### config.mk
export PLATFORM = sky130hd
export DESIGN_NAME = act_row_packer_flat
export DESIGN_NICKNAME = d
export VERILOG_FILES = /design/src/rtl/act_row_packer_pkg.sv /design/src/rtl/act_row_packer_if.sv /design/src/rtl/act_row_packer_row_nz_mask.sv /design/src/rtl/act_row_packer.sv /design/src/flat_wrapper.sv
export SDC_FILE = /design/constraint.sdc
export NUM_CORES = 1
export LEC_CHECK = 0
export CAP_MARGIN = 10
export CORE_ASPECT_RATIO = 1.2
export CORE_UTILIZATION = 30
export DETAILED_ROUTE_END_ITERATION = 8
export PLACE_DENSITY = 0.61
export SETUP_SLACK_MARGIN = 0.5
export SYNTH_ARGS = -nofsm -noshare
export SYNTH_HDL_FRONTEND = slang
export SYNTH_SLANG_ARGS = --single-unit
### constraint.sdc
create_clock -name clk -period 8.2 [get_ports clk]
set_clock_uncertainty 0.15 [all_clocks]
set_input_delay 2.05 -clock clk [delete_from_list [all_inputs] [get_ports clk]]
set_output_delay 2.05 -clock clk [all_outputs]
set_load 0.02 [all_outputs]
### src/rtl/act_row_packer_pkg.sv
// Shared widths and types for the activation row packer and its
// companions on the activation buffer write path.
package act_row_packer_pkg;

    localparam int IF_WIDTH        = 16;
    localparam int DATA_WIDTH      = 8;
    localparam int ADDR_WIDTH      = 8;
    localparam int ROW_CNT_WIDTH   = ADDR_WIDTH + 1;
    localparam int LANE_IDX_WIDTH  = $clog2(IF_WIDTH);
    localparam int ACT_INDEX_WIDTH = LANE_IDX_WIDTH;
    localparam int ROW_WIDTH       = IF_WIDTH * DATA_WIDTH;

    typedef logic [DATA_WIDTH-1:0]     act_t;
    typedef logic [IF_WIDTH-1:0]       mask_t;
    typedef logic [ROW_WIDTH-1:0]      row_t;
    typedef logic [LANE_IDX_WIDTH:0]   lane_count_t;
    typedef logic [ROW_CNT_WIDTH-1:0]  row_cnt_t;

endpackage

### src/rtl/act_row_packer_if.sv
// Stream-in and sparse-write-out signal bundle of the activation row packer.
interface act_row_packer_if;
    import act_row_packer_pkg::*;

    logic        start;
    row_cnt_t    row_num;
    logic        in_valid;
    act_t        in_data;
    logic        in_ready;
    logic        wr_req_act_flag;
    mask_t       wr_data_act_flag;
    mask_t       wr_req_act;
    row_t        wr_data_act;
    lane_count_t row_val_num;
    logic        zero_row;
    logic        busy;
    logic        done;

    modport master (
        output start, row_num, in_valid, in_data,
        input  in_ready, wr_req_act_flag, wr_data_act_flag, wr_req_act,
               wr_data_act, row_val_num, zero_row, busy, done
    );

    modport slave (
        input  start, row_num, in_valid, in_data,
        output in_ready, wr_req_act_flag, wr_data_act_flag, wr_req_act,
               wr_data_act, row_val_num, zero_row, busy, done
    );

endinterface

### src/rtl/act_row_packer_row_nz_mask.sv
// Nonzero-lane mask and its popcount for one packed row; purely combinational,
// shared with the weight-side packer.
module row_nz_mask
    import act_row_packer_pkg::*;
(
    input  row_t        row,
    output mask_t       mask,
    output lane_count_t count
);

    always_comb begin
        // NOTE: every output gets a default before the loop so no path leaves it unassigned, which would infer a latch.
        mask  = '0;
        count = '0;
        for (int i = 0; i < IF_WIDTH; i++) begin
            mask[i] = |row[i*DATA_WIDTH +: DATA_WIDTH];
            count   = count + {{LANE_IDX_WIDTH{1'b0}}, mask[i]};
        end
    end

endmodule

### src/rtl/act_row_packer.sv
// Packs a dense byte stream into rows and emits one flag write plus
// per-column writes for the nonzero lanes of each row.
module act_row_packer
    import act_row_packer_pkg::*;
(
    input logic            clk,
    input logic            reset,
    act_row_packer_if.slave bus
);

    localparam logic [1:0] ST_IDLE    = 2'd0;
    localparam logic [1:0] ST_COLLECT = 2'd1;
    localparam logic [1:0] ST_EMIT    = 2'd2;
    localparam logic [1:0] ST_FIN     = 2'd3;

    logic [1:0]                state;
    logic [LANE_IDX_WIDTH-1:0] lane_cnt;
    row_cnt_t                  row_cnt;
    row_cnt_t                  row_target;
    row_t                      row_q;
    mask_t                     mask;
    lane_count_t               count;
    row_cnt_t                  row_cnt_next;
    logic                      last_lane;
    logic                      emit;

    row_nz_mask u_mask (
        .row   (row_q),
        .mask  (mask),
        .count (count)
    );

    assign row_cnt_next = row_cnt + ROW_CNT_WIDTH'(1);
    assign last_lane    = (lane_cnt == LANE_IDX_WIDTH'(IF_WIDTH - 1));
    assign emit         = (state == ST_EMIT);

    // NOTE: state registers use non-blocking assignments so every flop samples pre-edge values.
    always_ff @(posedge clk) begin
        if (reset) begin
            state      <= ST_IDLE;
            lane_cnt   <= '0;
            row_cnt    <= '0;
            row_target <= '0;
            row_q      <= '0;
        end else begin
            case (state)
                ST_IDLE: begin
                    if (bus.start) begin
                        if (bus.row_num != '0) begin
                            row_target <= bus.row_num;
                            row_cnt    <= '0;
                            lane_cnt   <= '0;
                            state      <= ST_COLLECT;
                        end else begin
                            state <= ST_FIN;
                        end
                    end
                end
                ST_COLLECT: begin
                    if (bus.in_valid) begin
                        row_q[lane_cnt*DATA_WIDTH +: DATA_WIDTH] <= bus.in_data;
                        // The lane counter wraps to 0 naturally after the last lane.
                        lane_cnt <= lane_cnt + LANE_IDX_WIDTH'(1);
                        if (last_lane) begin
                            state <= ST_EMIT;
                        end
                    end
                end
                ST_EMIT: begin
                    row_cnt <= row_cnt_next;
                    state   <= (row_cnt_next == row_target) ? ST_FIN : ST_COLLECT;
                end
                ST_FIN: begin
                    state <= ST_IDLE;
                end
                default: begin
                    state <= ST_IDLE;
                end
            endcase
        end
    end

    // Write-side outputs are decoded from state so they are quiet outside EMIT.
    assign bus.in_ready         = (state == ST_COLLECT);
    assign bus.busy             = (state == ST_COLLECT) || emit;
    assign bus.done             = (state == ST_FIN);
    assign bus.wr_req_act_flag  = emit;
    assign bus.wr_data_act_flag = emit ? mask : '0;
    assign bus.wr_req_act       = emit ? mask : '0;
    assign bus.wr_data_act      = emit ? row_q : '0;
    assign bus.row_val_num      = emit ? count : '0;
    assign bus.zero_row         = emit && (mask == '0);

endmodule
### src/flat_wrapper.sv
// flat-port wrapper written by rule: the top's interface ports become plain ports
module act_row_packer_flat import act_row_packer_pkg::*;
  (clk, reset, bus_start, bus_row_num, bus_in_valid, bus_in_data, bus_in_ready, bus_wr_req_act_flag, bus_wr_data_act_flag, bus_wr_req_act, bus_wr_data_act, bus_row_val_num, bus_zero_row, bus_busy, bus_done);
  act_row_packer_if bus_i ();
  input logic clk;
  input logic reset;
  input wire logic [$bits(bus_i.start)-1:0] bus_start;
  input wire logic [$bits(bus_i.row_num)-1:0] bus_row_num;
  input wire logic [$bits(bus_i.in_valid)-1:0] bus_in_valid;
  input wire logic [$bits(bus_i.in_data)-1:0] bus_in_data;
  output wire logic [$bits(bus_i.in_ready)-1:0] bus_in_ready;
  output wire logic [$bits(bus_i.wr_req_act_flag)-1:0] bus_wr_req_act_flag;
  output wire logic [$bits(bus_i.wr_data_act_flag)-1:0] bus_wr_data_act_flag;
  output wire logic [$bits(bus_i.wr_req_act)-1:0] bus_wr_req_act;
  output wire logic [$bits(bus_i.wr_data_act)-1:0] bus_wr_data_act;
  output wire logic [$bits(bus_i.row_val_num)-1:0] bus_row_val_num;
  output wire logic [$bits(bus_i.zero_row)-1:0] bus_zero_row;
  output wire logic [$bits(bus_i.busy)-1:0] bus_busy;
  output wire logic [$bits(bus_i.done)-1:0] bus_done;
  assign bus_i.start = bus_start;
  assign bus_i.row_num = bus_row_num;
  assign bus_i.in_valid = bus_in_valid;
  assign bus_i.in_data = bus_in_data;
  assign bus_in_ready = bus_i.in_ready;
  assign bus_wr_req_act_flag = bus_i.wr_req_act_flag;
  assign bus_wr_data_act_flag = bus_i.wr_data_act_flag;
  assign bus_wr_req_act = bus_i.wr_req_act;
  assign bus_wr_data_act = bus_i.wr_data_act;
  assign bus_row_val_num = bus_i.row_val_num;
  assign bus_zero_row = bus_i.zero_row;
  assign bus_busy = bus_i.busy;
  assign bus_done = bus_i.done;
  act_row_packer u_core (.clk(clk), .reset(reset), .bus(bus_i));
endmodule
==> results.txt, run 1 <==
Sinks on Clock Net: 152
Initial Utilization: 0.308
crit-path max FO: 3
Switching Fraction: 0.317
gr ovfl total: 0
HPWL reported at the end of detailed placement: 18,800 um
Yosys reg bits: 152
syn nets: 1,019
Die Wd: 153 um
drt first-iter violations: 329
Final TNS setup: 0 ns
I/O pin total: 191
hold buffer count at CTS: 0
internal power: 1.35 mW
mapped cell area: 0.00820 sq mm
final hold vios: 0
CP arrival: 4.97 ns
combinational share of power: 0.212
CP Cell Sequence: nor4_1, nand2_1, fa_1, fa_1, inv_1, fa_1, inv_1, fa_1, ha_1, fa_1, xnor2_1, nor2_1, clkdlybuf4s50_1
Yosys cell types: 51
Max Cap Violations: 0
crit path from: u_core.row_q[104]
initial antenna violation count: 0
Max Slew Vio Count: 0
crit path capture type: output port
Die Y: 183 um
worst-case clock buffer depth: 2
Max IR drop VDD: 340 uV
Crit Reg-Reg Endpoint: u_core.row_q[112]
H-tree levels: 4
total wire length: 25,400 um
Worst-Margin Slew: 1.16 ns
CTS buffer count: 17
status: finished, final reports clean
critical path type: reg2out
period utilization: 0.874
RSZ-0062 raised after global routing: false
FP Rows: 65
slowest stage delay, CP: 0.61 ns
Hold Path Class: reg2reg
clk root buf: clkbuf_16
maximum clock frequency: 139 MHz
Resized cells post-CTS: 0
area grow syn2layout: 31.9%
vias per inst: 4.91
nets@finish: 1,162
Post-synth EDFFs: 0
Final GP Congestion: 0.819
largest net degree at the start of global routing: 107
Syn Area/Cell: 8.42 sq um
Synth async-reset ratio: 0
Final ANT Viol Nets: 0
warnings from Yosys: 0
sequential share of power: 0.396
CP startpoint kind: flip-flop
Remaining DRCs: 0
final setup fails: 0
GRT Total Usage: 0.183
share of post-route cells with drive strength above 1: 0.0442
leakage: 4.54 nW
most frequent cells in the layout: clkdlybuf4s50_1 (189), dfxtp_1 (152), and2_1 (146)
Die Area: 0.0280 sq mm
power share of the clock group: 0.392
FF-to-FF Start: u_core.lane_cnt[0]
R2R cell count: 7
routed len/inst: 17.3 um
Placement Cell Area: 0.0102 sq mm
critical path required time: 6.00 ns
Net Sw Power: 627 uW
slew margin rel.: 0.226
Final min period: 7.17 ns
power per standard cell area: 183 mW/mm^2
first-pass GRT wire length: 39,900 um
worst-skew pair later-pin latency: 0.42 ns
Setup Fix Bufs, Post-CTS: 0
clock slew at reported path FFs: 0.06 ns
Detailed Routing Iterations Pass 1: 4
Core Box Area: 0.0266 sq mm
final non-filler cell area: 0.0108 sq mm
Critical Path End: bus_row_val_num[2]
Top cell by count, worst path: fa_1
most common cell after layout, fill and taps aside: clkdlybuf4s50_1
critical path's slowest cell: clkdlybuf4s50_1
r2r setup slk: 4.11 ns
Primary FF master, synth: dfxtp_1
number of global-route vias before repair: 7,036
CTS tree: built
synthesized instance count: 974
via count: 7,195
proportion of synthesized chip area in sequential cells: 0.371
Port Buffers: 190
-- critical path: cells and delay by family, from the launching register on --
family,cells,cell delay [ns]
xor gates and xnor gates,1,0.15
DFF,1,0.32
adders and majority gates,6,2.58
buffers and inverters,3,0.71
and+or+nand+nor,3,0.79
-- cell type report --
type / count / area [sq um]
clock buffer: 23 / 498
sequential: 152 / 3040
fill: 2692 / 15800
inverter: 28 / 105
clock inverter: 9 / 88.8
antenna: 1 / 2.50
timing repair buffer: 196 / 1940
tap: 335 / 419
multi-input combinational: 722 / 4720
-- flip-flops by register name (all words and copies together), names as in the netlist --
name	flops
u_core.row_cnt	9
u_core.state	2
u_core.lane_cnt	4
u_core.row_q	128
u_core.row_target	9
-- power groups by stage --
stage / Combinational, mW / Clock [mW] / Sequential [mW]
after floorplan: 0.290 / 0 / 0.787
after global placement: 0.421 / 0 / 0.799
after detailed placement: 0.424 / 0 / 0.799
after CTS: 0.425 / 0.786 / 0.783
after global routing: 0.463 / 0.824 / 0.786
final: 0.419 / 0.775 / 0.783
-- worst min path at each step --
stage                           startpoint               end  depth (start not counted)  slack [ns]
after CTS                  u_core.row_q[5]   u_core.row_q[5]                          2        0.32
final                      u_core.row_q[1]   u_core.row_q[1]                          2        0.32
after global placement     u_core.row_q[4]   u_core.row_q[4]                          2        0.30
after detailed placement   u_core.row_q[5]   u_core.row_q[5]                          2        0.31
after global routing      u_core.row_q[40]  u_core.row_q[40]                          2        0.34
after floorplan           u_core.row_q[43]  u_core.row_q[43]                          2        0.29
-- synthesized netlist by cell type (4+ instances only) --
| master | instances | area share |
|---|---|---|
| nand2_1 | 67 | 0.031 |
| and2_1 | 146 | 0.11 |
| mux2i_1 | 112 | 0.14 |
| nor2b_1 | 6 | 0.0046 |
| buf_2 | 8 | 0.0049 |
| o32ai_1 | 4 | 0.0043 |
| xnor2_1 | 12 | 0.013 |
| a31oi_1 | 8 | 0.0061 |
| buf_4 | 18 | 0.016 |
| nor2_1 | 134 | 0.061 |
| dfxtp_1 | 152 | 0.37 |
| nand2b_1 | 5 | 0.0038 |
| ha_1 | 14 | 0.021 |
| clkbuf_1 | 44 | 0.020 |
| and3_1 | 30 | 0.023 |
| nor4_1 | 37 | 0.028 |
| a21oi_1 | 44 | 0.027 |
| or3_1 | 13 | 0.0099 |
| inv_1 | 27 | 0.012 |
| fa_1 | 10 | 0.024 |
| nand3_1 | 26 | 0.016 |
| a211oi_1 | 8 | 0.0073 |
| nor3_1 | 8 | 0.0049 |
-- routing by layer --
layer / GRT usage / share of wire / vias up
met5: 0 / 0 / -
met4: 0.0368 / 0.0088 / 0
met3: 0.0338 / 0.039 / 16
met2: 0.329 / 0.50 / 171
met1: 0.228 / 0.45 / 3426
li1: - / - / 3582
-- per-stage QoR --
| stage | std cells | utilization | hold WS, ns | setup slack (ns) | power (mW) |
|---|---|---|---|---|---|
| floorplan | 974 | - | 0.290 | 2.20 | 1.08 |
| global placement | 1433 | 0.385 | 0.301 | 1.50 | 1.22 |
| detailed placement | 1433 | 0.385 | 0.309 | 1.47 | 1.22 |
| CTS | 1465 | 0.407 | 0.317 | 0.995 | 1.99 |
| global route | 1465 | 0.407 | 0.340 | 0.826 | 2.07 |
| finish | 1466 | 0.407 | 0.316 | 1.03 | 1.98 |
-- logic make-up (layout without fill, tap and decap cells) --
group | Yosys count | after routing | share of synthesized area
and+or+nand+nor | 490 | 490 | 0.314
muxes | 112 | 112 | 0.137
xor gates and xnor gates | 15 | 15 | 0.0160
DFF | 152 | 152 | 0.371
AOI/OAI and AO/OA | 81 | 81 | 0.0615
other | 0 | 1 | 0
adders and majority gates | 24 | 24 | 0.0458
buffers and inverters | 100 | 256 | 0.0552
(Power assumes the default switching activity.)
==> run 2, diff against run 1 <==
CAP_MARGIN = 20   (was 10)
CTS_CLUSTER_DIAMETER = 100   (was unset)
==> results.txt, run 2 (synthesized netlist as in run 1, its figures left out) <==
I/O pin total: 191
met3 routed WL: 921 um
initial antenna violation count: 0
share of post-route cells with drive strength above 1: 0.0459
Crit Reg-Reg Endpoint: u_core.row_q[114]
combinational share of power: 0.214
Max IR drop VDD: 344 uV
Net Sw Power: 630 uW
power per standard cell area: 183 mW/mm^2
critical path type: reg2out
period utilization: 0.873
hold buffer count at CTS: 0
internal power: 1.35 mW
sequential share of power: 0.395
Final min period: 7.16 ns
Final ANT Viol Nets: 0
Worst Hold Depth: 2
clk root buf: clkbuf_16
CP arrival: 4.96 ns
Port Buffers: 190
Hold Path Class: reg2reg
most common cell after layout, fill and taps aside: clkdlybuf4s50_1
n_diodes: 0
Die Y: 183 um
FF-to-FF Start: u_core.lane_cnt[0]
Top reg by flops: u_core.row_q
r2r setup slk: 4.14 ns
power share of the clock group: 0.391
H-tree levels: 4
met2 WL: 12,800 um
Resized cells post-CTS: 0
Detailed Routing Iterations Pass 1: 5
Die Area: 0.0280 sq mm
GRT Total Usage: 0.183
Final TNS setup: 0 ns
min-delay src: u_core.row_q[1]
HPWL reported at the end of detailed placement: 18,800 um
Top Registers: u_core.row_q: 128 flops, u_core.row_cnt: 9 flops, u_core.row_target: 9 flops
routed len/inst: 17.4 um
via count: 7,236
Die Wd: 153 um
Top delay family on crit path: adder cells
number of global-route vias before repair: 7,036
slowest stage delay, CP: 0.61 ns
critical path required time: 6.00 ns
Final GP Congestion: 0.819
max reg flops: 128
clock slew at reported path FFs: 0.06 ns
FP Rows: 65
total wire length: 25,500 um
critical path's slowest cell: clkdlybuf4s50_1
RSZ-0062 raised after global routing: false
Max Slew Vio Count: 0
final setup fails: 0
Metal-1 WL: 11,500 um
Sinks on Clock Net: 152
fillers: 2,688
vias per inst: 4.93
first-pass GRT wire length: 39,900 um
drt first-iter violations: 321
Critical Path Stages: 13
Setup Fix Bufs, Post-CTS: 0
status: finished, final reports clean
maximum clock frequency: 140 MHz
Initial Utilization: 0.308
Core Box Area: 0.0266 sq mm
Switching Fraction: 0.318
Remaining DRCs: 0
most frequent cells in the layout: clkdlybuf4s50_1 (189), dfxtp_1 (152), and2_1 (146)
leakage: 4.55 nW
Bufs and invs on worst path: 3
Worst-Margin Slew: 1.09 ns
final core utilization: 0.408
CTS tree: built
Top cell by count, worst path: fa_1
Register Area: 0.00304 sq mm
CP startpoint kind: flip-flop
nets@finish: 1,164
largest net degree at the start of global routing: 107
worst-case clock buffer depth: 2
final hold vios: 0
Max Cap Violations: 0
Multi-input gate area: 0.00472 sq mm
CP Cell Sequence: nor4_1, nand2_1, fa_1, fa_1, inv_1, fa_1, inv_1, fa_1, ha_1, fa_1, xnor2_1, nor2_1, clkdlybuf4s50_1
crit-path max FO: 3
worst-skew pair later-pin latency: 0.42 ns
gr ovfl total: 0
CTS buffer count: 17
WHS Endpoint: u_core.row_q[1]
R2R cell count: 7
area grow syn2layout: 32.3%
slew margin rel.: 0.269
crit path capture type: output port
Top Layer Used: met4
[run 2: cell types whose count changed in the layout (fill, tap and decap cells not counted)]
cell      before  now
buf_16         0    1
clkbuf_4       0    1
diode_2        1    0
[run 2: power by group through the flow]
stage / combinational, mW / sequential (mW) / clock [mW]
floorplan: 0.290 / 0.787 / 0
global placement: 0.421 / 0.799 / 0
detailed placement: 0.424 / 0.799 / 0
CTS: 0.425 / 0.783 / 0.786
global route: 0.465 / 0.786 / 0.824
finish: 0.423 / 0.783 / 0.775
[run 2: stage by stage]
| stage | power [mW] | std cells | hold WS (ns) | worst slack (ns) | area (sq um) |
|---|---|---|---|---|---|
| 6_report | 1.98 | 1467 | 0.317 | 1.04 | 10900 |
| 5_1_grt | 2.07 | 1467 | 0.340 | 0.826 | 10900 |
| 4_1_cts | 1.99 | 1465 | 0.317 | 0.995 | 10800 |
| 3_5_place_dp | 1.22 | 1433 | 0.309 | 1.47 | 10200 |
| 3_3_place_gp | 1.22 | 1433 | 0.301 | 1.50 | 10200 |
| 2_1_floorplan | 1.08 | 974 | 0.290 | 2.20 | 8200 |
[run 2: layout make-up]
| cell class | instances | area share |
|---|---|---|
| multi-input combinational | 722 | 0.435 |
| sequential | 152 | 0.280 |
| timing repair buffer | 198 | 0.182 |
| clock buffer | 23 | 0.0459 |
| tap | 335 | 0.0386 |
| inverter | 28 | 0.00969 |
| clock inverter | 9 | 0.00819 |
[run 2: worst max-delay path by stage]
stage                                  from                 end  slack, ns
after detailed placement  u_core.row_q[104]  bus_row_val_num[2]       1.47
after floorplan            u_core.row_q[28]  bus_row_val_num[2]       2.20
after global routing      u_core.row_q[104]  bus_row_val_num[2]       0.83
final                     u_core.row_q[104]  bus_row_val_num[2]       1.04
after CTS                 u_core.row_q[104]  bus_row_val_num[2]       0.99
after global placement    u_core.row_q[104]  bus_row_val_num[2]       1.50
[run 2: worst min-delay path: stages (launching register included)]
cell and delay (ns):
dfxtp_1 0.31, nand2_1 0.06, a21oi_1 0.05
[run 2: per-layer routing]
layer | vias up | track usage
met5 | - | 0
met4 | 0 | 0.0368
met3 | 17 | 0.0338
met2 | 165 | 0.329
met1 | 3464 | 0.228
li1 | 3590 | -
==> run 3, diff against run 2 <==
CORE_MARGIN = 1.5   (was unset)
MAX_ROUTING_LAYER = met4   (was unset)
==> results.txt, run 3 (synthesized netlist as in run 1, its figures left out) <==
leakage: 4.56 nW
worst-skew pair later-pin latency: 0.43 ns
worst-case clock buffer depth: 2
Detailed Routing Iterations Pass 1: 4
period utilization: 0.871
maximum clock frequency: 140 MHz
FP Rows: 66
clk root buf: clkbuf_16
Top delay family on crit path: adder cells
Top reg by flops: u_core.row_q
Max Slew Vio Count: 0
crit-path max FO: 3
CP Cell Sequence: nor4_1, nand2_1, fa_1, fa_1, inv_1, fa_1, inv_1, fa_1, ha_1, fa_1, xnor2_1, nor2_1, clkdlybuf4s50_1
I/O pin total: 191
initial antenna violation count: 0
total wire length: 25,300 um
max reg flops: 128
sequential share of power: 0.383
CP arrival: 4.94 ns
CTS buffer count: 17
Hold Path Class: reg2reg
RSZ-0062 raised after global routing: false
internal power: 1.41 mW
Sinks on Clock Net: 152
area grow syn2layout: 32.5%
Max IR drop VDD: 235 uV
Resized cells post-CTS: 0
final setup fails: 0
final non-filler cell area: 0.0109 sq mm
Switching Fraction: 0.313
Die Area: 0.0283 sq mm
critical path's slowest cell: clkdlybuf4s50_1
vias per inst: 4.93
number of global-route vias before repair: 6,995
clock slew at reported path FFs: 0.06 ns
final hold vios: 0
share of post-route cells with drive strength above 1: 0.0443
CP startpoint kind: flip-flop
n_diodes: 0
final core utilization: 0.402
Net Sw Power: 641 uW
largest net degree at the start of global routing: 113
Initial Utilization: 0.304
nets@finish: 1,162
hold buffer count at CTS: 0
Final Non-Filler Cells: 1,469
most common cell after layout, fill and taps aside: clkdlybuf4s50_1
Placement Cell Area: 0.0102 sq mm
CTS tree: built
Worst-Margin Slew: 1.06 ns
crit path capture type: output port
HPWL reported at the end of detailed placement: 18,600 um
placed instance count: 1,437
critical path required time: 6.00 ns
Final min period: 7.14 ns
most frequent cells in the layout: clkdlybuf4s50_1 (189), dfxtp_1 (152), and2_1 (146)
power share of the clock group: 0.415
Core Box Area: 0.0270 sq mm
slew margin rel.: 0.295
H-tree levels: 4
first-pass GRT wire length: 39,600 um
routed len/inst: 17.2 um
Final GP Congestion: 0.859
combinational share of power: 0.202
GRT Total Usage: 0.186
via count: 7,248
Max Cap Violations: 0
gr ovfl total: 0
Top cell by count, worst path: fa_1
Final TNS setup: 0 ns
power per standard cell area: 188 mW/mm^2
hold_ws: 0.317 ns
drt first-iter violations: 375
status: finished, final reports clean
Bufs and invs on worst path: 3
Port Buffers: 190
Die Y: 184 um
Final ANT Viol Nets: 0
Remaining DRCs: 0
Top Registers: u_core.row_q: 128 flops, u_core.row_cnt: 9 flops, u_core.row_target: 9 flops
critical path type: reg2out
Setup Fix Bufs, Post-CTS: 0
slowest stage delay, CP: 0.63 ns
Die Wd: 154 um
==> run 3: changes by cell type in the layout (fill, tap and decap cells not counted), sizes merged <==
cell,previous run,this run
clkbuf,24,19
bufinv,1,4
inv,30,33
buf,8,6
clkinv,3,2
clkinvlp,3,2
==> run 3: cell type report <==
cell class / instances / area, sq um
inverters: 28 / 105
repair buffers: 196 / 1940
flip-flops and latches: 152 / 3040
clock inverters: 13 / 191
fillers: 2769 / 16100
well taps: 340 / 425
clock buffers: 18 / 439
multi-input cells: 722 / 4720
==> run 3: power by group through the flow <==
stage | sequential [mW] | combinational (mW) | clock [mW]
after detailed placement | 0.799 | 0.421 | 0
after CTS | 0.783 | 0.423 | 0.863
after global placement | 0.799 | 0.419 | 0
after global routing | 0.786 | 0.462 | 0.895
after floorplan | 0.787 | 0.290 | 0
final | 0.783 | 0.414 | 0.850
==> run 3: final timing paths <==
path	start	endpoint	slack (ns)	depth (start not counted)
worst min register to register	u_core.row_q[0]	u_core.row_q[0]	0.32	2
worst max register to register	u_core.lane_cnt[0]	u_core.row_q[118]	4.16	7
worst max-delay path	u_core.row_q[24]	bus_row_val_num[2]	1.06	13
worst min-delay path	u_core.row_q[0]	u_core.row_q[0]	0.32	2
==> run 3: through the flow <==
stage | total power [mW] | setup WS, ns
CTS | 2.07 | 1.01
finish | 2.05 | 1.06
global placement | 1.22 | 1.54
global route | 2.14 | 0.808
floorplan | 1.08 | 2.20
detailed placement | 1.22 | 1.49
==> run 3: layer usage <==
metal | vias to the layer above | part of all wire | GRT usage
li1 | 3581 | - | -
met4 | 0 | 0.021 | 0.0575
met1 | 3432 | 0.44 | 0.222
met3 | 35 | 0.043 | 0.0320
met5 | - | 0 | -
met2 | 200 | 0.50 | 0.320
==> run 3: worst register-to-register path: cells and delay by family (launching register included) <==
family                   cells  cell delay [ns]
AO/OA/AOI/OAI                1             0.54
flip-flops                   1             0.87
adder cells (fa/ha/maj)      1             0.70
buffers and inverters        2             0.50
AND/OR/NAND/NOR              2             0.86
multiplexers                 1             0.28
